**src/rtl/cdb_arbiter.sv**
```systemverilog
// Common-data-bus arbiter: three one-entry result slots (ALU, BRANCH, MEM) share a
// single registered CDB broadcast slot under round-robin priority, with misprediction flush.
module cdb_arbiter #(
    parameter int WIDTH = 31,
    parameter int ROB   = 2,
    parameter int REG   = 4
) (
    input  logic                   clk,
    input  logic                   globalReset,
    input  logic                   flush,
    input  logic [2:0]             reqValid,
    output logic [2:0]             reqReady,
    input  logic [3*(ROB+1)-1:0]   reqTag,
    input  logic [3*(WIDTH+1)-1:0] reqResult,
    input  logic [3*(REG+1)-1:0]   reqDest,
    output logic                   cdbValid,
    output logic [2:0]             cdbGrant,
    output logic [ROB:0]           cdbTag,
    output logic [WIDTH:0]         cdbResult,
    output logic [REG:0]           cdbDest
);

    function automatic logic [1:0] wrap_inc(input logic [1:0] p);
        return (p == 2'd2) ? 2'd0 : p + 2'd1;
    endfunction

    logic [2:0]   r_slot_valid;
    logic [ROB:0]   r_slot_tag    [3];
    logic [WIDTH:0] r_slot_result [3];
    logic [REG:0]   r_slot_dest   [3];
    logic [1:0]   r_rr_ptr;

    logic         r_cdb_valid;
    logic [2:0]   r_cdb_grant;
    logic [ROB:0]   r_cdb_tag;
    logic [WIDTH:0] r_cdb_result;
    logic [REG:0]   r_cdb_dest;

    logic [1:0]   w_cand [3];
    logic         w_any;
    logic [1:0]   w_win_idx;
    logic [2:0]   w_win;
    logic [2:0]   w_accept;

    // Search order starting at the round-robin pointer: rr, rr+1, rr+2 (mod 3).
    assign w_cand[0] = r_rr_ptr;
    assign w_cand[1] = wrap_inc(w_cand[0]);
    assign w_cand[2] = wrap_inc(w_cand[1]);

    always_comb begin
        w_any     = 1'b0;
        w_win_idx = 2'd0;
        // Walk backwards so the earliest candidate in search order overrides later ones.
        for (int k = 2; k >= 0; k--) begin
            if (r_slot_valid[w_cand[k]]) begin
                w_any     = 1'b1;
                w_win_idx = w_cand[k];
            end
        end
    end

    assign w_win    = w_any ? (3'b001 << w_win_idx) : 3'b000;
    assign reqReady = {3{globalReset & ~flush}} & (~r_slot_valid | w_win);
    assign w_accept = reqValid & reqReady;

    always_ff @(posedge clk or negedge globalReset) begin
        if (!globalReset) begin
            r_slot_valid <= 3'b000;
        end else if (flush) begin
            r_slot_valid <= 3'b000;
        end else begin
            // NOTE: non-blocking assignment keeps this a pure next-state update; the
            // grant clear and a same-edge refill of that slot resolve without ordering hazards.
            r_slot_valid <= (r_slot_valid & ~w_win) | w_accept;
        end
    end

    // NOTE: payload storage has no reset; every read is qualified by r_slot_valid,
    // so resetting it would only add reset fan-out to a wide datapath.
    always_ff @(posedge clk) begin
        for (int i = 0; i < 3; i++) begin
            if (w_accept[i]) begin
                r_slot_tag[i]    <= reqTag[i*(ROB+1) +: ROB+1];
                r_slot_result[i] <= reqResult[i*(WIDTH+1) +: WIDTH+1];
                r_slot_dest[i]   <= reqDest[i*(REG+1) +: REG+1];
            end
        end
    end

    always_ff @(posedge clk or negedge globalReset) begin
        if (!globalReset) begin
            r_cdb_valid  <= 1'b0;
            r_cdb_grant  <= 3'b000;
            r_cdb_tag    <= '0;
            r_cdb_result <= '0;
            r_cdb_dest   <= '0;
            r_rr_ptr     <= 2'd0;
        end else if (flush) begin
            r_cdb_valid  <= 1'b0;
            r_cdb_grant  <= 3'b000;
            r_rr_ptr     <= 2'd0;
        end else if (w_any) begin
            r_cdb_valid  <= 1'b1;
            r_cdb_grant  <= w_win;
            r_cdb_tag    <= r_slot_tag[w_win_idx];
            r_cdb_result <= r_slot_result[w_win_idx];
            r_cdb_dest   <= r_slot_dest[w_win_idx];
            r_rr_ptr     <= wrap_inc(w_win_idx);
        end else begin
            // Idle: broadcast data holds, only the qualifiers drop.
            r_cdb_valid  <= 1'b0;
            r_cdb_grant  <= 3'b000;
        end
    end

    assign cdbValid  = r_cdb_valid;
    assign cdbGrant  = r_cdb_grant;
    assign cdbTag    = r_cdb_tag;
    assign cdbResult = r_cdb_result;
    assign cdbDest   = r_cdb_dest;

endmodule
```
**config.mk**
```make
export PLATFORM = sky130hd
export DESIGN_NAME = cdb_arbiter
export DESIGN_NICKNAME = d
export VERILOG_FILES = /design/src/rtl/cdb_arbiter.sv
export SDC_FILE = /design/constraint.sdc
export NUM_CORES = 1
export LEC_CHECK = 0
export ABC_AREA = 1
export CORE_MARGIN = 5
export CORE_UTILIZATION = 52
export CTS_BUF_LIST = sky130_fd_sc_hd__clkbuf_4 sky130_fd_sc_hd__clkbuf_8 sky130_fd_sc_hd__clkbuf_16
export DETAILED_ROUTE_END_ITERATION = 12
export PLACE_DENSITY = 0.85
export SLEW_MARGIN = 0
export SYNTH_ARGS = -nofsm -noshare
export SYNTH_HDL_FRONTEND = slang
export SYNTH_SLANG_ARGS = --single-unit
```
**constraint.sdc**
```tcl
create_clock -name clk -period 7 [get_ports clk]
set_input_delay 1.05 -clock clk [delete_from_list [all_inputs] [get_ports clk]]
set_output_delay 1.05 -clock clk [all_outputs]
set_load 0.01 [all_outputs]
```
Word-level counts from Yosys, hierarchy flattened
Memories as Yosys holds them, arrays and structs flattened. A register that Yosys moved wholly into a read port is not among the register bits. Index checks and enable logic that the tools add are counted.

$add $sub $neg: 3. $lt $le $gt $ge: 3. Equal/unequal tests: 3. Shift-type cells: 1. Muxes and demuxes: 29. Bitwise logic cells: 9. Reductions and logical operators: 5.

Operator list (count): $mux 2 (8); $mux 1 (14); $mux 3 (4); $and 3x3->3 (3); $lt 2x3->1 const B (3); $add 2x1->2 const B (3); $bmux 1 s2 (3); $eq 2x2->1 const B (3); $not 3->3 (2); $or 3x3->3 (2); $logic_not 1->1 (3); $shl 1x2->3 const A (1); $reduce_and 2->1 (1); $reduce_bool 2->1 (1); $and 1x1->1 (1); $not 1->1 (1).

Register bits: 9. RAM bits: 120. Output and inout bits: 47. Logic and storage cells: 60. Memories kept: 3.

Memories: r_slot_result (depth 3, bits a word 32, rd ports 1, clocked after memory_dff 1, write ports 3, line 29) `logic [WIDTH:0] r_slot_result [3];`; r_slot_dest (depth 3, bits a word 5, rd ports 1, clocked after memory_dff 1, write ports 3, line 30) `logic [REG:0] r_slot_dest [3];`; r_slot_tag (depth 3, bits a word 3, rd ports 1, clocked after memory_dff 1, write ports 3, line 28) `logic [ROB:0] r_slot_tag [3];`.

Logic depth before layout (Yosys ltp)
Word-level depth: 16. Depth in mapped cells: 15. Mapped depth without buffers: 12.

Worst setup path before layout
No wires, ideal clock.

Path type: input to register. Start point: input flush. End point: memory r_slot_dest[1][0] in the netlist's numbering (enable). Data arrival time: 3.191 ns. Slack: 3.372 ns. Cell stages on the path: 5. Buffers on the path: 0. Cells stage by stage: inv_1 -> nand2_1 -> inv_1 -> o21ai_0 -> nor2_1.

RTL lines: start, declared (line 10) `input logic flush,`; end, declared (line 30).

Worst setup path after layout
Start point: register r_rr_ptr[0]. End point: output reqReady[1].

Longest elaborated chain between the ends: 13. Elaborated cells between the ends (all ways): 22. Those cells by class: 2 x add/sub; 2 x eq/ne; 1 x shift; 15 x mux; 2 x bitwise.

RTL lines: start, declared (line 31) `logic [1:0] r_rr_ptr;`; start signal, assigned (line 108) `r_rr_ptr <= wrap_inc(w_win_idx);`; $add 2x1->2 / $eq 2x2->1 (equally long branches) (line 24) `return (p == 2'd2) ? 2'd0 : p + 2'd1;`; $mux 2 (line 24); $add 2x1->2 / $eq 2x2->1 (equally long branches) (line 24); $mux 2 (line 24); $bmux 1 s2 (line 55) `if (r_slot_valid[w_cand[k]]) begin`; $mux 1 (not written as such) (line 55); $mux 2 (3 in series) (line 55); $shl 1x2->3 (line 62) `assign w_win = w_any ? (3'b001 << w_win_idx) : 3'b000;`; $mux 3 (*) (line 62); $or 3x3->3 (*) (line 63) `assign reqReady = {3{globalReset & ~flush}} & (~r_slot_valid | w_win);`; $and 3x3->3 (*) (line 63); end, declared (line 12) `output logic [2:0] reqReady,`.

Mark *: on every way between the ends. The rest lies on a longest branch, timed or not. The select of a mux whose other input is x is not followed.

==> metrics.log <==
[metrics] Avg Synthesized Cell Area: around 12 um2
[metrics] setup repair after global routing missed its margin: no
[metrics] sum of negative setup slack: 0 ns
[metrics] Post-Route WL: 16.1 mm
[metrics] Distinct cells, synth: 23
[metrics] grt total ovfl: 0
[metrics] area of the core region: about 0.012 mm2
[metrics] utilization of the core after routing: 0.739
[metrics] root buffer cell: sky130_fd_sc_hd__clkbuf_16
[metrics] crit path kind: flop to output port
[metrics] placed wire-length estimate after detailed placement: 10.2 mm
[metrics] actual slew at the worst max-slew pin: roughly 1.2 ns
[metrics] result of the run: finished clean
[metrics] fraction of final layout cells with drive strength greater than 1: 0.0654
[metrics] setup ws final: between 2 and 3 ns
[metrics] sequential area share after synthesis: 0.750
[metrics] via count of the routed design: roughly 4600
[metrics] aggregate global-route resource usage: 0.226
[metrics] Final Max Slew Viols: 0
[metrics] wire per inst: ~18 um
[metrics] largest buffer count on any clock path: 2
[metrics] leading register cell type out of synthesis: sky130_fd_sc_hd__edfxtp_1
[metrics] placer's final routability congestion estimate: roughly 0.83
[metrics] final non-filler cell area: about 0.009 mm2
[metrics] number of placement rows: 40
[metrics] number of iterations in the first detailed-routing pass: 5
[metrics] clock latency reported for the late side of the worst-skew pair: between 0.4 and 0.5 ns
[metrics] power per cell area: between 300 and 400 mW/mm2
[metrics] htree depth: 4
[metrics] antenna diode count: 0
[metrics] pre-CTS WS: 2.87 ns
[metrics] part of the cycle the worst path needs: 0.602
[metrics] initial core utilization: 0.534
[metrics] combined area of all synthesized cells: around 0.0064 mm2
[metrics] total clock buffers created by CTS: 17
[metrics] largest area contributor in the synthesized netlist: sky130_fd_sc_hd__edfxtp_1
[metrics] final-stage net count: 847
[metrics] CP max stage cell: sky130_fd_sc_hd__o21ai_0
[metrics] terminating pin of the worst hold path: cdbResult[28]
[metrics] vias in the first global route: 4944
[metrics] net count after synthesis: 674
[metrics] area enclosed by the die boundary: ~0.015 mm2
[metrics] CTS hold repair buffers: 0
[metrics] #FFs+latches synth: about 170
[metrics] Largest delay share family, worst path: compound AO/OA/AOI/OAI gates
[metrics] commonest cells in the netlist: 190 x sky130_fd_sc_hd__nand2_1, 120 x sky130_fd_sc_hd__edfxtp_1, 50 x sky130_fd_sc_hd__nor2_1, 49 x sky130_fd_sc_hd__dfrtp_1, 42 x sky130_fd_sc_hd__inv_1
[metrics] wire length of the first global-routing pass: 25.0 mm
[metrics] most area-consuming cells after synthesis: sky130_fd_sc_hd__edfxtp_1 56%, sky130_fd_sc_hd__dfrtp_1 19%, sky130_fd_sc_hd__nand2_1 11%
[metrics] cell-by-cell trace of the critical path: o211ai_1 > nand2_1 > o21ai_0 > inv_1 > clkdlybuf4s50_1
[metrics] total power after layout: 3.06 mW
[metrics] width of the die: between 100 and 150 um
[metrics] launch instance of the worst register-to-register path: r_slot_valid[2]
[metrics] number of warnings issued by yosys: 0
[metrics] length in cells of the worst reg-to-reg path: 5
[metrics] Max Cap Viol: 0
[metrics] die outline height: ~120 um
[metrics] maximum number of pins on one net before global-route repair: 51
[metrics] FMAX: around 240 MHz
[metrics] CTS tree: built
[metrics] share of the synthesized area in the top cell type: 0.559
[metrics] minimum setup slack among reg-to-reg paths: 3.71 ns
[metrics] share of flip-flops with an asynchronous set or reset after synthesis: 0.290
[metrics] count of filler cells inserted in the layout: about 750
[metrics] count of antenna-violating nets left after detailed routing: 0
[metrics] # DRC: 0
[metrics] Critical Path Source Type: flop
[metrics] clock-pin transition on the worst setup and hold timing paths: approximately 0.06 ns
[metrics] maximum fanout encountered on the critical timing path: 23
[metrics] CP peak stage delay: just over 0.7 ns
[metrics] number of cells produced by synthesis: between 500 and 600
[metrics] antenna violations before repair: 0
[metrics] Post-synth EDFFs: 120
[metrics] critical path arrival: 3.16 ns
[metrics] Placement Cell Area: approximately 0.0083 mm2
[metrics] final setup violating endpoints: 0
[metrics] number of buffers inserted by port buffering: ~170
[metrics] max_slew headroom: 0.189
[metrics] nature of the critical path endpoint: output port
[metrics] setup clock skew after layout: roughly 0.0086 ns
[metrics] number of resized instances in the post-cts repair step: 0
[metrics] min-delay worst type: flop to flop
[metrics] HP Start: r_slot_result[1][28]
[metrics] Area growth syn-to-layout: 38.3%
[metrics] final hold violation count: 0
[metrics] required time worst endpoint: ~6.0 ns
[metrics] VDD IR-drop max: about 270 uV
[metrics] ratio of routed vias to standard cells: 5.15
[metrics] number of cells on the worst hold path: 2
[metrics] count of pins on the block boundary: ~170
[metrics] count of buffering cells on the critical path with inverters included: 2
[metrics] DR iter-0 viols: about 470
[metrics] static leakage: roughly 3.6 nW
[metrics] Setup Fix Bufs, Post-CTS: 0
[metrics] most numerous cell in the Yosys netlist: sky130_fd_sc_hd__nand2_1
[metrics] TritonCTS Sinks: 169
[metrics] clock period minus worst slack: approximately 4.2 ns
[metrics] capture instance of the worst register-to-register path: r_slot_dest[1][3]
layout by cell type (no fill, tap or decap), drive strengths merged, types with 2 or more instances in the layout:
master         instances
clkdlybuf4s50        171
bufinv                 3
clkinvlp               3
a31oi                  8
nand2                192
buf                    4
o21ai                 14
o22ai                  3
clkbuf                19
nor2                  53
o211ai                 2
edfxtp               120
dfrtp                 49
nand3                 36
clkinv                 6
inv                   47
nand4                  2
final cells by class:
cell class / count / area (um2) / area share
multi-input combinational: 312 / 1340 / 0.150
tap: 168 / 210 / 0.0236
clock buffer: 19 / 453 / 0.0508
sequential: 169 / 4830 / 0.542
timing repair buffer: 175 / 1740 / 0.195
clock inverter: 13 / 169 / 0.0190
inverter: 46 / 175 / 0.0197
state kept, by name, indices dropped and copies added, names as in the netlist:
register       cells
r_slot_valid       3
cdbValid           1
r_slot_tag         9
cdbResult         32
r_rr_ptr           2
cdbDest            5
r_slot_dest       15
cdbTag             3
r_slot_result     96
cdbGrant           3
how the worst max path moves through the flow:
stage | depth (start not counted) | slack, ns | end | start
finish | 5 | 2.79 | reqReady[1] | r_rr_ptr[0]
global route | 5 | 2.60 | reqReady[1] | r_rr_ptr[0]
CTS | 5 | 2.81 | reqReady[1] | r_rr_ptr[0]
detailed placement | 7 | 2.87 | reqReady[1] | globalReset
global placement | 7 | 3.05 | reqReady[1] | globalReset
floorplan | 5 | 3.37 | r_slot_dest[1][0] | flush
per-stage QoR:
step | hold WS, ns | std cells
finish | 0.470 | 902
global route | 0.485 | 902
CTS | 0.470 | 902
detailed placement | 0.456 | 870
global placement | 0.438 | 870
floorplan | 0.429 | 548
worst min-delay path: cells and delay by family, from the launching register on:
| family | cells | cell delay (ns) |
|---|---|---|
| flip-flops | 1 | 0.32 |
| AND/OR/NAND/NOR | 2 | 0.12 |
layer usage:
metal / track usage / up-vias / wire length (um)
met5: 0 / - / 0
li1: - / 2148 / -
met3: 0.0709 / 35 / 1290
met1: 0.273 / 2227 / 6190
met4: 0.0854 / 0 / 291
met2: 0.381 / 237 / 8290
cell families (layout without fill, tap and decap cells):
logic type             after synthesis  count (layout)  synth area share
AOI/OAI and AO/OA                   28              28            0.0252
and+or+nand+nor                    284             284             0.178
DFF                                169             169             0.750
buffers and inverters               67             253            0.0468
power by group:
part	total (mW)	switching, mW	internal, mW
Sequential	1.32	0.0906	1.23
Clock	0.964	0.382	0.582
Combinational	0.775	0.398	0.377
Note: power is estimated with default switching activity, not from simulation.
